==> src/rtl/pipe_hazard_ctrl.sv <==
// pipe_hazard_ctrl - hazard and sequencing controller for the 5-stage
// Fetch/Decode/Execute/Mem/Writeback pipeline.
//
// Purpose:
//   - Per-stage stall and flush strobes for load-use and branch-compare hazards.
//   - Operand-forwarding selects for Execute and for the Decode comparator.
//   - Multi-cycle mult/div occupancy of Execute (MD_BUSY).
//   - Drain-then-halt sequencing on a syscall decoded in Decode (DRAIN, HALT).
//
// Ports:
//   clk, reset                       clock, asynchronous active-high reset
//   rsD, rtD / rsE, rtE              source registers in Decode / Execute
//   writeRegE/M/W, regWriteE/M/W     destination register and write enable per stage
//   memToRegE, memToRegM             instruction in E / M is a load
//   branchD, jumpD, branchTakenD     control-flow information from Decode
//   syscallD                         halting syscall in Decode
//   mdStartE                         mult/div instruction in Execute
//   stallF, stallD, stallE           hold the stage register
//   flushD, flushE, flushM           clear the stage register
//   forwardAE, forwardBE             00 = register file, 01 = Writeback, 10 = Mem
//   forwardAD, forwardBD             forward the Mem result to the Decode comparator
//   busyE                            mult/div in progress
//   halted                           pipeline halted
//   stallCycles, flushCount          saturating performance counters
//                                    (only with HAZ_PERF_CNT_EN defined)
//
// Optional feature macro: HAZ_PERF_CNT_EN

module pipe_hazard_ctrl #(
   parameter int unsigned MD_LATENCY   = 32,
   parameter int unsigned DRAIN_CYCLES = 3,
   parameter int unsigned REG_ADDR_W   = 5
) (
   input  logic                  clk,
   input  logic                  reset,
   input  logic [REG_ADDR_W-1:0] rsD,
   input  logic [REG_ADDR_W-1:0] rtD,
   input  logic [REG_ADDR_W-1:0] rsE,
   input  logic [REG_ADDR_W-1:0] rtE,
   input  logic [REG_ADDR_W-1:0] writeRegE,
   input  logic [REG_ADDR_W-1:0] writeRegM,
   input  logic [REG_ADDR_W-1:0] writeRegW,
   input  logic                  regWriteE,
   input  logic                  regWriteM,
   input  logic                  regWriteW,
   input  logic                  memToRegE,
   input  logic                  memToRegM,
   input  logic                  branchD,
   input  logic                  jumpD,
   input  logic                  branchTakenD,
   input  logic                  syscallD,
   input  logic                  mdStartE,
   output logic                  stallF,
   output logic                  stallD,
   output logic                  stallE,
   output logic                  flushD,
   output logic                  flushE,
   output logic                  flushM,
   output logic [1:0]            forwardAE,
   output logic [1:0]            forwardBE,
   output logic                  forwardAD,
   output logic                  forwardBD,
   output logic                  busyE,
`ifdef HAZ_PERF_CNT_EN
   output logic [31:0]           stallCycles,
   output logic [31:0]           flushCount,
`endif
   output logic                  halted
);

   typedef enum logic [1:0] {RUN, MD_BUSY, DRAIN, HALT} state_t;

   state_t     state, state_nxt;
   logic [7:0] cnt, cnt_nxt;
   logic       lw_stall, br_stall;

   // ---------------------------------------------------------------
   // Forwarding (combinational in every state, register 0 never hits)
   // ---------------------------------------------------------------
   always_comb begin
      forwardAE = 2'b00;
      forwardBE = 2'b00;
      forwardAD = 1'b0;
      forwardBD = 1'b0;
      if (!reset) begin
         if (regWriteM && (writeRegM != '0) && (writeRegM == rsE))
            forwardAE = 2'b10;
         else if (regWriteW && (writeRegW != '0) && (writeRegW == rsE))
            forwardAE = 2'b01;

         if (regWriteM && (writeRegM != '0) && (writeRegM == rtE))
            forwardBE = 2'b10;
         else if (regWriteW && (writeRegW != '0) && (writeRegW == rtE))
            forwardBE = 2'b01;

         forwardAD = regWriteM && (writeRegM != '0) && (writeRegM == rsD);
         forwardBD = regWriteM && (writeRegM != '0) && (writeRegM == rtD);
      end
   end

   // ---------------------------------------------------------------
   // Hazard detection
   // ---------------------------------------------------------------
   always_comb begin
      lw_stall = memToRegE && regWriteE &&
                 ((writeRegE == rsD) || (writeRegE == rtD));
      // Branch compares in Decode: result still in E, or a load still in M.
      br_stall = branchD &&
                 ((regWriteE && ((writeRegE == rsD) || (writeRegE == rtD))) ||
                  (memToRegM && ((writeRegM == rsD) || (writeRegM == rtD))));
   end

   // ---------------------------------------------------------------
   // FSM state register
   // ---------------------------------------------------------------
   always_ff @(posedge clk or posedge reset) begin
      if (reset) begin
         state <= RUN;
         cnt   <= '0;
      end else begin
         state <= state_nxt;
         cnt   <= cnt_nxt;
      end
   end

   // ---------------------------------------------------------------
   // FSM next-state and strobe outputs
   // ---------------------------------------------------------------
   always_comb begin
      state_nxt = state;
      cnt_nxt   = cnt;
      stallF    = 1'b0;
      stallD    = 1'b0;
      stallE    = 1'b0;
      flushD    = 1'b0;
      flushE    = 1'b0;
      flushM    = 1'b0;
      busyE     = 1'b0;
      halted    = 1'b0;

      unique case (state)
         RUN: begin
            if (mdStartE) begin
               stallF    = 1'b1;
               stallD    = 1'b1;
               stallE    = 1'b1;
               flushM    = 1'b1;
               state_nxt = MD_BUSY;
               cnt_nxt   = 8'(MD_LATENCY - 1);
            end else if (lw_stall || br_stall) begin
               stallF = 1'b1;
               stallD = 1'b1;
               flushE = 1'b1;
            end else if (syscallD) begin
               stallF    = 1'b1;
               stallD    = 1'b1;
               flushE    = 1'b1;
               state_nxt = DRAIN;
               cnt_nxt   = 8'(DRAIN_CYCLES - 1);
            end else if (jumpD || (branchD && branchTakenD)) begin
               flushD = 1'b1;
            end
         end

         MD_BUSY: begin
            busyE = 1'b1;
            if (cnt > 8'd1) begin
               stallF  = 1'b1;
               stallD  = 1'b1;
               stallE  = 1'b1;
               flushM  = 1'b1;
               cnt_nxt = cnt - 8'd1;
            end else begin
               // Final cycle: release the stalls so the instruction advances.
               state_nxt = RUN;
            end
         end

         DRAIN: begin
            stallF = 1'b1;
            stallD = 1'b1;
            flushE = 1'b1;
            if (cnt == 8'd0)
               state_nxt = HALT;
            else
               cnt_nxt = cnt - 8'd1;
         end

         HALT: begin
            stallF = 1'b1;
            stallD = 1'b1;
            stallE = 1'b1;
            flushM = 1'b1;
            halted = 1'b1;
         end

         default: state_nxt = RUN;
      endcase

      // Reset forces bubbles into every stage without waiting for a clock.
      if (reset) begin
         stallF = 1'b0;
         stallD = 1'b0;
         stallE = 1'b0;
         flushD = 1'b1;
         flushE = 1'b1;
         flushM = 1'b1;
         busyE  = 1'b0;
         halted = 1'b0;
      end
   end

`ifdef HAZ_PERF_CNT_EN
   // ---------------------------------------------------------------
   // Saturating performance counters
   // ---------------------------------------------------------------
   always_ff @(posedge clk or posedge reset) begin
      if (reset) begin
         stallCycles <= '0;
         flushCount  <= '0;
      end else begin
         if (stallF && (stallCycles != '1))
            stallCycles <= stallCycles + 32'd1;
         if (flushD && (flushCount != '1))
            flushCount <= flushCount + 32'd1;
      end
   end
`endif

endmodule

==> config.mk <==
export PLATFORM = sky130hd
export DESIGN_NAME = pipe_hazard_ctrl
export DESIGN_NICKNAME = d
export VERILOG_FILES = /design/src/rtl/pipe_hazard_ctrl.sv
export SDC_FILE = /design/constraint.sdc
export NUM_CORES = 1
export LEC_CHECK = 0
export CORE_AREA = 2 2 85 46
export DETAILED_ROUTE_END_ITERATION = 8
export DIE_AREA = 0 0 87 48
export GPL_TIMING_DRIVEN = 0
export PLACE_DENSITY = 0.92
export SYNTH_ARGS = -nofsm -noshare
export SYNTH_HDL_FRONTEND = slang
export SYNTH_SLANG_ARGS = --single-unit
==> constraint.sdc <==
create_clock -name clk -period 2.91 [get_ports clk]
set_input_delay 0.291 -clock clk [delete_from_list [all_inputs] [get_ports clk]]
set_output_delay 0.291 -clock clk [all_outputs]
set_load 0.02 [all_outputs]
# == Word level (Yosys, flattened, before mapping) ==
# Cells that the tools add are included.
# classes
addsub,1
magnitude_cmp,1
n_eq_ne,17
muxes,43
reduce_logical,27
# ops
cell,count
$eq 5x5->1,8
$mux 8,5
$mux 1,24
$pmux 8 s3,1
$mux 2,9
$logic_and 1x1->1,14
$reduce_and 5->1,2
$reduce_bool 5->1,2
$gt 8x1->1 const B,1
$logic_not 8->1,1
$ne 2x2->1 const B,4
$sub 8x1->8 const B,1
$ne 3x3->1 const B,2
$pmux 1 s3,2
$pmux 2 s3,1
$logic_or 1x1->1,5
$eq 2x2->1 const B,2
$reduce_bool 3->1,1
$eq 2x1->1 const B,1
$logic_not 2->1,1
$pmux 1 s2,1
$reduce_or 2->1,1
# totals
regBits,10
inputBits,47
output_inout_bits,14
wordCells,91

# == Longest topological paths before layout ==
# logic_depth
ltp_word,10
depth_mapped,8
depth_no_buf,8

# == Worst setup path after synthesis ==
# OpenSTA, ideal clock, no wires.
# synth_path
kind,input to output
from,input writeRegM[1]
to,output stallF
t_arrival_ns,2.081
required_ns,2.619
slack_ns,0.538
path_stages,8
path_buffers,2
cell_sequence,clkbuf_1 -> xor2_1 -> nor3_1 -> nand4_1 -> nand3_1 -> nor3_1 -> nor3_1 -> buf_4
# synth_via
elab_chain_len,10
word_cells_on_any_way,11
classes_between,eq/ne (2); mux (4); reduce/logical (5)
# synth_rtl
item,line_no,source
start: declaration,41,"input logic [REG_ADDR_W-1:0] writeRegM,"
$eq 5x5->1,110,(memToRegM && ((writeRegM == rsD) || (writeRegM == rtD))));
$logic_or 1x1->1 (*),110,
$logic_and 1x1->1 (*),110,
$logic_or 1x1->1 (*),109,((regWriteE && ((writeRegE == rsD) || (writeRegE == rtD))) ||
$logic_and 1x1->1 (*),108,br_stall = branchD &&
$logic_or 1x1->1 (*),150,end else if (lw_stall || br_stall) begin
$mux 1 (*) (2 in series),n/a,
$pmux 1 s3 (*),n/a,
$mux 1 (*),n/a,
end: declaration,53,"output logic stallF,"
# Every way passes the cells marked *; elsewhere a longest branch is shown, timed or not.

# == Worst setup path in the final report ==
# layout_path
from,input writeRegE[3]
to,output flushE
# layout_via
elab_chain_len,10
word_cells_on_any_way,12
classes_between,eq/ne (2); mux (4); reduce/logical (6)
# layout_rtl
item,line_no,source
start: declaration,40,"input logic [REG_ADDR_W-1:0] writeRegE,"
$eq 5x5->1,"106, 109",
$logic_or 1x1->1 (*),"106, 109",
$logic_and 1x1->1,109,
$logic_or 1x1->1,109,
$logic_and 1x1->1,108,
$logic_or 1x1->1 (*),150,
$mux 1 (*),150,
$mux 1 (*),143,if (mdStartE) begin
$pmux 1 s2 (*),141,unique case (state)
$mux 1 (*),201,if (reset) begin
end: declaration,57,"output logic flushE,"
# Marks and branches as above.

==> flow_metrics.tcl <==
set metrics [dict create \
    cts_sinks 10 \
    rows 15 \
    drc_errors 0 \
    start_kind "input port" \
    clock_skew_ns 0.00852 \
    crit_path_end_kind "output pin" \
    dp_hpwl_um 3610 \
    cts-root-buf "clkbuf_8" \
    grt_pass1_vias 1660 \
    routabilityCongestion 0.927 \
    power.leakage_nw 0.885 \
    hold_violations 0 \
    nNetsFinal 301 \
    synth-edff-count 0 \
    synthTopCellsByCount "32 x xor2_1, 11 x inv_1, 11 x nor2_1" \
    power.switching_uw 746 \
    insertion_delay_ns 0.24 \
    p_int_uw 785 \
    tightest_slew_ns 0.527 \
    fmax_mhz 358 \
    via_per_inst 5.77 \
    fin_crit_ns 2.79 \
    dpl_cell_area_um2 2070 \
    critPathLaunch "writeRegE[3]" \
    combPwrFrac_pct 70.5 \
    drtIter0Drc 102 \
    h-tree-depth 1 \
    fin_area_um2 2150 \
    r2r_start "cnt[0]" \
    p_seq_share_pct 17.8 \
    die_h_um 48 \
    rsz0062_at_grt "false" \
    drive_gt1_share_pct 7.35 \
    cp.required_ns 2.62 \
    worst_hold_slack_ns 0.249 \
    area_growth_pct 46.1 \
    start_util_pct 43.8 \
    synth_nets 241 \
    clk_path_buf_depth 2 \
    netlist_area_um2 1470 \
    core_area_um2 3360 \
    use_met2_pct 44.9 \
    first_pass_iters 4 \
    hold_class "in2async" \
    wl_um 4560 \
    synth_cell_types 44 \
    min_period_over_period_pct 95.9 \
    maxCapViolCount 0 \
    final_cells 287 \
    syn_avg_cell_area_um2 7.92 \
    diodes 0 \
    yosysMostFrequentCell "xor2_1" \
    met1_usage_pct 22.6 \
    synth.area.top_cells "xor2_1 19%, dfrtp_1 17%, ha_1 6.8%, xnor2_1 4.8%, o211ai_1 4.6%" \
    grt_overflow 0 \
    ff2ff_path_depth 8 \
    synth_cells 186 \
    grt.total_usage_pct 22.2 \
    critPathArrivalTime_ns 2.50 \
    setup_violations 0 \
    p_clk_share_pct 11.7 \
    dieArea_um2 4180 \
    grt_max_degree 15 \
    synthFlopType "dfrtp_1" \
    grt_first_pass_wirelength_um 7040 \
    relSlewSlack_pct 64.8 \
    place_inst 282 \
    outcome "completed" \
    worst-setup-path-type "in2out" \
    antenna_found_initial 0 \
    io_buffers 54 \
    ys_seq_elements 10 \
    use_met3_pct 5.52 \
    crit_fanout 3 \
    post-synth-top-area-cell "xor2_1" \
    vias 1655 \
    peakVddDrop_uv 301 \
    path_clk_slew_ns 0.05 \
    cts_buffers 3 \
    antenna_left 0 \
    synth_top_area_share_pct 19.0 \
    synth_async_sr_flop_share_pct 100 \
    wl_per_cell_um 15.9 \
    p_per_area_nw_per_um2 711 \
    drv_slew 0 \
    die_w_um 87 \
    grt-busiest-layer "met2" \
    yosys_warnings 0 \
    yosysSeqAreaShare_pct 17.0 \
    ios 61 \
    tritoncts "built" \
    swShare_pct 48.7 \
]
[area by class of cell]
cell class	count	area (µm²)
Buffer	9	41.3
Clock buffer	4	55.1
Fill cell	248	1210
Inverter	11	41.3
Multi-Input combinational cell	156	1160
Sequential cell	10	250
Tap cell	42	52.6
Timing Repair Buffer	55	556
[registers in the layout, summed over array words and instances, names as in the netlist]
register and cells:
state 2, cnt 8
[logic make-up (layout without fill, tap and decap cells)]
group / Yosys count / after routing / share of synthesized area, %
AND/OR/NAND/NOR: 69 / 69 / 27.3
XOR/XNOR: 40 / 40 / 23.8
AO/OA/AOI/OAI: 36 / 36 / 17.3
buffers and inverters: 20 / 79 / 5.61
flip-flops: 10 / 10 / 17.0
adder cells (fa/ha/maj): 8 / 8 / 6.80
multiplexers: 3 / 3 / 2.21
[path summary, 6_finish.rpt]
path / end / slack (ns)
min reg2reg: cnt[1] / 0.54
min: state[0] / 0.25
max in group asynchronous: cnt[4] / 2.30
max reg2reg: cnt[1] / 0.59
max: flushE / 0.12
min in group clk: cnt[1] / 0.54
[stage by stage]
step | total power, mW | worst slack, ns | TNS [ns] | util, %
3_3_place_gp | 1.29 | -0.0878 | -0.165 | 61.5
2_1_floorplan | 1.02 | 0.538 | 0 | -
5_1_grt | 1.67 | 0.0112 | 0 | 64.1
4_1_cts | 1.53 | 0.00468 | 0 | 63.8
6_report | 1.53 | 0.120 | 0 | 64.1
3_5_place_dp | 1.33 | -0.157 | -0.311 | 61.5
[cells in the final DEF (no fill, tap or decap), drive strengths merged, types with 2 or more instances in the layout]
cell           count
clkdlybuf4s50     49
xor2              32
inv               11
nor2              11
nand2             10
dfrtp             10
o211ai            10
nor3              10
o21ai             10
nand3              9
clkbuf             9
xnor2              8
ha                 8
nor4               6
buf                6
nor2b              5
a21oi              4
nand4              4
dlymetal6s2s       4
or4                4
nand2b             2
mux2               2
and4               2
a211o              2
a31oi              2
or3                2
nand4b             2
[worst max-delay path: stages]
cell and delay, ns:
clkdlybuf4s50_1 0.45, xor2_1 0.18, nor4_1 0.38, a22oi_2 0.18, nand3_1 0.16, nor2_1 0.06
o211ai_1 0.17, clkdlybuf4s50_1 0.63
[power groups by stage]
| stage | sequential [mW] | clock [mW] | combinational (mW) |
|---|---|---|---|
| 2_1_floorplan | 0.253 | 0 | 0.762 |
| 3_3_place_gp | 0.267 | 0 | 1.03 |
| 3_5_place_dp | 0.271 | 0 | 1.06 |
| 4_1_cts | 0.270 | 0.183 | 1.07 |
| 5_1_grt | 0.282 | 0.189 | 1.19 |
| 6_report | 0.273 | 0.179 | 1.08 |
[repair_timing]
item                                   4_1_cts  5_1_grt
pin swaps                                    2        0
setup buffers                                1        0
endpoints found under the hold margin        0        0
gates resized for setup                      4        4
setup endpoints to repair                    3        4
hold buffers                                 0        0
[routing by layer]
metal | vias to the layer above | part of all wire (%)
met3 | 14 | 4.5
met2 | 57 | 53
met4 | 0 | 1.7
li1 | 796 | -
met5 | - | 0
met1 | 788 | 41
No activity file was read; power rests on OpenSTA's default activity.
